**src/rtl/temp_state_classifier.sv**
```systemverilog
// temp_state_classifier
// Sorts validated temperature samples into display classes and debounces the
// class with a persistence counter. The committed class drives the 7-segment
// display. A watchdog drops the output back to "no data" when samples stop.

module temp_state_classifier #(
    parameter int T_LOW     = 35,
    parameter int T_BODY_HI = 38,
    parameter int T_EXT     = 60,
    parameter int PERSIST   = 4,
    parameter int TIMEOUT   = 50_000_000,
    parameter int TO_W      = 26
) (
    input  logic       clk,
    input  logic       rst_n,
    input  logic [7:0] temp,
    input  logic       temp_valid,
    output logic [2:0] actual_state,
    output logic       state_change,
    output logic       alarm
);

    // Class codes exactly as the display expects them
    typedef enum logic [2:0] {
        ST_NODATA = 3'd0,
        ST_L      = 3'd1,
        ST_H      = 3'd2,
        ST_P      = 3'd3,
        ST_C      = 3'd4
    } tempClass_e;

    // Control mode is derived from the committed class, not stored separately
    typedef enum logic {
        MODE_NODATA = 1'b0,
        MODE_TRACK  = 1'b1
    } mode_e;

    localparam logic [7:0]      T_LOW_C      = 8'(T_LOW);
    localparam logic [7:0]      T_BODY_HI_C  = 8'(T_BODY_HI);
    localparam logic [7:0]      T_EXT_C      = 8'(T_EXT);
    localparam logic [3:0]      PERSIST_LAST = 4'(PERSIST - 1);
    localparam logic [TO_W-1:0] TO_MAX       = TO_W'(TIMEOUT - 1);
    localparam logic [TO_W-1:0] TO_ONE       = TO_W'(1);

    tempClass_e      actualState_q, actualState_d;
    tempClass_e      cand_q, cand_d;
    logic [3:0]      cnt_q, cnt_d;
    logic [TO_W-1:0] toCnt_q, toCnt_d;
    logic            stateChange_q;
    logic            alarm_q;

    tempClass_e      sampleClass;
    mode_e           mode;
    logic            timeoutHit;

    // Map the incoming temperature onto its class (unsigned 8-bit compares)
    always_comb begin
        sampleClass = ST_P;
        if (temp < T_LOW_C) begin
            sampleClass = ST_L;
        end else if (temp <= T_BODY_HI_C) begin
            sampleClass = ST_C;
        end else if (temp < T_EXT_C) begin
            sampleClass = ST_H;
        end
    end

    // Watchdog counter: cleared by each sample, saturating one below the limit
    always_comb begin
        toCnt_d    = toCnt_q;
        timeoutHit = 1'b0;
        if (temp_valid) begin
            toCnt_d = '0;
        end else if (toCnt_q == TO_MAX) begin
            timeoutHit = 1'b1;
        end else begin
            toCnt_d = toCnt_q + TO_ONE;
        end
    end

    // Next committed class, candidate and persistence count; a sample always beats the watchdog
    always_comb begin
        actualState_d = actualState_q;
        cand_d        = cand_q;
        cnt_d         = cnt_q;
        mode          = (actualState_q == ST_NODATA) ? MODE_NODATA : MODE_TRACK;
        if (temp_valid) begin
            if (mode == MODE_NODATA) begin
                actualState_d = sampleClass;
                cand_d        = sampleClass;
                cnt_d         = 4'd0;
            end else if (sampleClass == actualState_q) begin
                cand_d = sampleClass;
                cnt_d  = 4'd0;
            end else if (sampleClass == cand_q) begin
                if (cnt_q == PERSIST_LAST) begin
                    actualState_d = sampleClass;
                    cnt_d         = 4'd0;
                end else begin
                    cnt_d = cnt_q + 4'd1;
                end
            end else begin
                cand_d = sampleClass;
                cnt_d  = 4'd1;
                if (PERSIST == 1) begin
                    actualState_d = sampleClass;
                end
            end
        end else if (timeoutHit) begin
            actualState_d = ST_NODATA;
            cand_d        = ST_NODATA;
            cnt_d         = 4'd0;
        end
    end

    // State register plus registered change pulse and alarm flag
    always_ff @(posedge clk) begin
        if (!rst_n) begin
            actualState_q <= ST_NODATA;
            cand_q        <= ST_NODATA;
            cnt_q         <= 4'd0;
            toCnt_q       <= '0;
            stateChange_q <= 1'b0;
            alarm_q       <= 1'b0;
        end else begin
            actualState_q <= actualState_d;
            cand_q        <= cand_d;
            cnt_q         <= cnt_d;
            toCnt_q       <= toCnt_d;
            stateChange_q <= (actualState_d != actualState_q);
            alarm_q       <= (actualState_d == ST_P);
        end
    end

    assign actual_state = actualState_q;
    assign state_change = stateChange_q;
    assign alarm        = alarm_q;

endmodule
```
**config.mk**
```make
export PLATFORM = sky130hd
export DESIGN_NAME = temp_state_classifier
export DESIGN_NICKNAME = d
export VERILOG_FILES = /design/src/rtl/temp_state_classifier.sv
export SDC_FILE = /design/constraint.sdc
export NUM_CORES = 1
export LEC_CHECK = 0
export ABC_AREA = 1
export BUFFER_PORTS_ARGS = -buffer_cell sky130_fd_sc_hd__buf_2
export CORE_MARGIN = 1
export CORE_UTILIZATION = 61
export CTS_BUF_LIST = sky130_fd_sc_hd__clkbuf_8
export DETAILED_ROUTE_END_ITERATION = 12
export GPL_TIMING_DRIVEN = 1
export PLACE_DENSITY = 0.78
export SYNTH_ARGS = -nofsm -noshare
export SYNTH_HDL_FRONTEND = slang
export SYNTH_SLANG_ARGS = --single-unit
```
**constraint.sdc**
```tcl
create_clock -name clk -period 5.35 [get_ports clk]
set_input_delay 1.07 -clock clk [delete_from_list [all_inputs] [get_ports clk]]
set_output_delay 1.07 -clock clk [all_outputs]
set_load 0.05 [all_outputs]
```
* Word level (Yosys, flattened, before mapping) *
Index checks and enable logic that the tools add are counted.

word-level totals
  register bits = 38
  input bits = 11
  word-level logic and storage cells = 45
  output and inout port bits = 5

operators by class
  mux-type cells = 22
  bitwise logic cells = 1
  $add $sub $neg = 2
  reduce and logical (&&, ||, !) cells = 4
  equal/unequal tests = 7
  magnitude comparators = 3

operators by type and width
  kind                                                                              count
  3-bit two-way mux                                                                 13
  26-bit by 1-bit adder with 26-bit output, second input constant                   1
  26-bit == test, second input constant                                             1
  4-bit two-way mux                                                                 6
  8-bit by 6-bit < comparator with 1-bit output, second input constant              2
  8-bit by 6-bit less-or-equal comparator with 1-bit output, second input constant  1
  3-bit == test                                                                     2
  4-bit by 1-bit adder with 4-bit output, second input constant                     1
  4-bit by 2-bit == test with 1-bit output, second input constant                   1
  4-bit != test, second input constant                                              1
  3-bit by 2-bit == test with 1-bit output, second input constant                   1
  3-bit zero test                                                                   1
  1-bit two-way mux                                                                 3
  3-bit != test                                                                     1
  2-bit AND reduction                                                               1
  2-bit nonzero test                                                                1
  2-bit OR reduction                                                                1
  1-bit inverter                                                                    1

* Logic depth before layout (Yosys ltp) *
  depth in word-level cells = 10
  mapped depth = 20
  mapped depth without buffers = 20

* Least setup slack after synthesis *
Ideal clock, no wire load.

  path kind = input-to-reg
  start = input temp[4]
  end = register stateChange_q, in the netlist state_change
  slack = 2.938 ns
  required time = 5.241 ns
  buffers on the path = 0
  arrival time = 2.303 ns
  stages = 20
  setup time = 0.109 ns
  cell sequence = inv_1 > nand2_1 > nor2_2 > nand2_2 > nand2_4 > nand2_4 > nand2_2 > nand2_2 > nor2_4 > nand2_2 > nand2_1 > nand2_1 > nand2_1 > nand2_1 > nand2_1 > nand2_1 > nand2_1 > nand3_1 > nand2_1 > inv_1

on the way
  word-level cells in the longest chain between the ends = 10
  elaborated cells on any way between the ends = 14
  those cells by class = order compare: 3; eq/ne: 3; mux: 8

ends and longest elaborated chain
  element                                             RTL line  RTL
  start: declaration                                  16        input logic [7:0] temp,
  8-bit by 6-bit < comparator with 1-bit output       63        end else if (temp < T_EXT_C) begin
  1-bit two-way mux                                   63
  3-bit two-way mux                                   61        end else if (temp <= T_BODY_HI_C) begin
  3-bit two-way mux *                                 59        if (temp < T_LOW_C) begin
  3-bit == test or 3-bit two-way mux (tied branches)  95, 96
  3-bit two-way mux                                   95        end else if (sampleClass == cand_q) begin
  3-bit two-way mux                                   92        end else if (sampleClass == actualState_q) begin
  3-bit two-way mux *                                 88        if (mode == MODE_NODATA) begin
  3-bit two-way mux *                                 87        if (temp_valid) begin
  3-bit != test *                                     130       stateChange_q <= (actualState_d != actualState_q);
  end signal: assignment                              130
  end: declaration                                    49        logic stateChange_q;

Mark *: on every way between the ends. The rest lies on a longest branch, timed or not.
A chain may end at the register's enable or synchronous reset.

* Final worst setup path *
  start = input rst_n
  end = register toCnt_q[15]

on the way
  word-level cells in the longest chain between the ends = 2

ends and longest elaborated chain
  element                       RTL line  RTL
  start: declaration            15        input logic rst_n,
  1-bit inverter (no line)      -
  2-bit OR reduction (no line)  -
  end signal: assignment        129       toCnt_q <= toCnt_d;
  end: declaration              48        logic [TO_W-1:0] toCnt_q, toCnt_d;

No other way between the ends.

==> impl_metrics.json <==
{
  "status": "finished clean",
  "globalplace.congestion": 0.846,
  "clk_latency_ns": 0.30,
  "portion_of_the_post_synthesis_area_used_by_sequential_elements": 0.345,
  "place_hpwl_mm": 3.42,
  "power-per-cell-area_nw_per_um2": 254,
  "clkTransAtPathRegs_ns": 0.07,
  "vias": 2118,
  "timing.hold.ws_ns": 0.476,
  "tritoncts": "done",
  "antenna-diode-count": 0,
  "critical_path.max_fanout": 14,
  "max-clock-path-buffers": 2,
  "yosys_register_bits": 38,
  "stdcell_area_um2": 2420,
  "setup.worst_path.start": "rst_n",
  "ff2ff_setup_slack_ns": 3.32,
  "postCtsResizedCells": 0,
  "floorplan.core_area_um2": 3390,
  "drt.antenna.violating_nets": 0,
  "worst_setup_start_kind": "primary input",
  "finalWirelength_mm": 4.43,
  "postSynthNetCount": 344,
  "total_routing_usage_gr": 0.259,
  "grt_first_pass_wirelength_mm": 7.34,
  "grt_pass1_vias": 1789,
  "rr_worst_depth": 10,
  "y_dimension_of_the_die_um": 62.1,
  "most-common-layout-cells": "sky130_fd_sc_hd__nand2_1, sky130_fd_sc_hd__inv_1, sky130_fd_sc_hd__dfxtp_1",
  "critical_path_required_ns": 5.55,
  "hold_viol": 0,
  "floorplan.initialDensity": 0.650,
  "holdBufCountCts": 0,
  "total_leakage_power_nw": 0.952,
  "die-area_um2": 3850,
  "r2r-start": "toCnt_q[0]$_SDFFE_PP0P_",
  "grt_antenna_before_repair": 0,
  "grt_max_degree": 15,
  "flow.area_growth_from_synthesis_pct": 9.83,
  "critical_path.endpoint_type": "flop",
  "placement.cell_area_um2": 2330,
  "grt_setup_unrepaired": "false",
  "cts_made_buffers": 5,
  "layout_commonest_cell": "sky130_fd_sc_hd__nand2_1",
  "detailedRoute.firstIterationViolations": 135,
  "input_output_buffers": 15,
  "max_slew.worst_pin.slew_ns": 0.724,
  "avgRoutedWirePerCell_um": 11.1,
  "r2r-end": "toCnt_q[20]$_SDFFE_PP0P_",
  "overflow": 0,
  "postSynthAreaPerCell_um2": 6.65,
  "detail_route.vias_per_cell": 5.32,
  "clock_tree.root_cell": "sky130_fd_sc_hd__clkbuf_8",
  "route.detailed.drc": 0,
  "setup.worst_path.end": "toCnt_q[15]$_SDFFE_PP0P_",
  "synth_cell_type_count": 31,
  "detailedRoute.firstPassIterationCount": 4,
  "io-pin-count": 16,
  "max-vdd-ir-drop_mv": 0.157,
  "fmaxAchievable_ghz": 0.388,
  "rows": 21,
  "finalCritPeriodShare": 0.481,
  "data_arrival_time_of_the_critical_path_ns": 2.77,
  "floorplan.die.width_um": 62.1,
  "worst_hold_path_type": "reg -> reg",
  "class_of_the_most_critical_setup_path": "in -> reg",
  "fin_worst_skew_ns": 0.00888,
  "synth_area_um2": 2200,
  "layout_min_cycle_time_ns": 2.58,
  "max_cap_viol_count": 0,
  "final.fill_count": 317,
  "clock-sinks": 38,
  "max_slew_margin": 0.515,
  "yosysWarnings": 0,
  "drive_gt1_frac": 0.162,
  "post-cts-setup-buffer-count": 0,
  "finalSetupViolCount": 0,
  "fin_setup_tns_ns": 0,
  "clock_tree.htree_level_count": 2,
  "fin_nets": 364,
  "post_synth_inst_count": 331,
  "report.final.slew_viol_count": 0
}
[final cells by class]
type	count	area, um2	area share
inverter	54	203	0.0838
timing repair buffer	15	75.1	0.0310
clock inverter	2	8.76	0.00362
sequential	38	761	0.315
clock buffer	6	82.6	0.0341
multi-input combinational	237	1230	0.509
tap	46	57.6	0.0238
[worst min-delay path by stage]
stage	start	depth (start not counted)	slack (ns)	to
floorplan	toCnt_q[15]$_SDFFE_PP0P_	2	0.45	toCnt_q[15]$_SDFFE_PP0P_
global placement	toCnt_q[15]$_SDFFE_PP0P_	2	0.46	toCnt_q[15]$_SDFFE_PP0P_
detailed placement	toCnt_q[15]$_SDFFE_PP0P_	2	0.47	toCnt_q[15]$_SDFFE_PP0P_
CTS	toCnt_q[15]$_SDFFE_PP0P_	2	0.48	toCnt_q[15]$_SDFFE_PP0P_
global route	toCnt_q[14]$_SDFFE_PP0P_	2	0.51	toCnt_q[14]$_SDFFE_PP0P_
finish	toCnt_q[15]$_SDFFE_PP0P_	2	0.48	toCnt_q[15]$_SDFFE_PP0P_
[stage by stage]
| step | total power, mW | std cells | util | setup slack [ns] |
|---|---|---|---|---|
| 5_1_grt | 0.645 | 398 | 0.714 | 2.52 |
| 6_report | 0.615 | 398 | 0.714 | 2.77 |
| 3_3_place_gp | 0.417 | 390 | 0.687 | 2.50 |
| 4_1_cts | 0.619 | 398 | 0.714 | 2.77 |
| 2_1_floorplan | 0.393 | 331 | - | 2.94 |
| 3_5_place_dp | 0.419 | 390 | 0.687 | 2.48 |
[synth_stat cells (all sizes together)]
master	n	area, um2
or3	1	6.26
nand3	26	145
nor3	22	140
dfxtp	38	761
a21oi	23	115
clkbuf	2	7.51
or2	1	6.26
nor2	39	171
clkinv	1	3.75
nand2	83	362
nand3b	1	7.51
a221oi	2	17.5
a2bb2oi	1	8.76
nor4b	1	8.76
a211oi	2	15.0
ha	2	25.0
nor3b	1	7.51
nand4	4	25.0
xnor2	3	26.3
o21ai	19	95.1
o21a	1	7.51
inv	53	199
xor2	4	35.0
nor4	1	6.26
[kinds of logic (layout without fill, tap and decap cells)]
family,Yosys count,after routing,synth area share
DFF,38,38,0.345
AOI/OAI and AO/OA,48,48,0.118
buffers and inverters,56,77,0.0955
adders and majority gates,2,2,0.0114
and+or+nand+nor,180,180,0.402
xor gates and xnor gates,7,7,0.0278
[flip-flops by register name, summed over array words and instances, names as in the netlist]
register,cells
toCnt_q,26
cnt_q,4
actual_state,3
cand_q,3
alarm,1
state_change,1
[critical path, cell delays in order]
cell and delay [ns]:
sky130_fd_sc_hd__buf_2 0.11, sky130_fd_sc_hd__clkinv_1 0.20, sky130_fd_sc_hd__nor2_1 0.62, sky130_fd_sc_hd__inv_1 0.44, sky130_fd_sc_hd__a221oi_1 0.32
[metal layers]
| metal | global-route usage | part of all wire |
|---|---|---|
| met1 | 0.344 | 0.50 |
| met2 | 0.403 | 0.44 |
| met3 | 0.0807 | 0.045 |
| met4 | 0.0762 | 0.016 |
| met5 | 0 | 0 |
[where the power goes]
part	internal [mW]	leakage [nW]	switching (mW)	total (mW)
combinational	0.0346	0.591	0.0777	0.112
clock	0.102	0.0524	0.101	0.203
sequential	0.292	0.308	0.00804	0.300
total	0.429	0.952	0.186	0.615
Power figures use the tool's default switching activity.
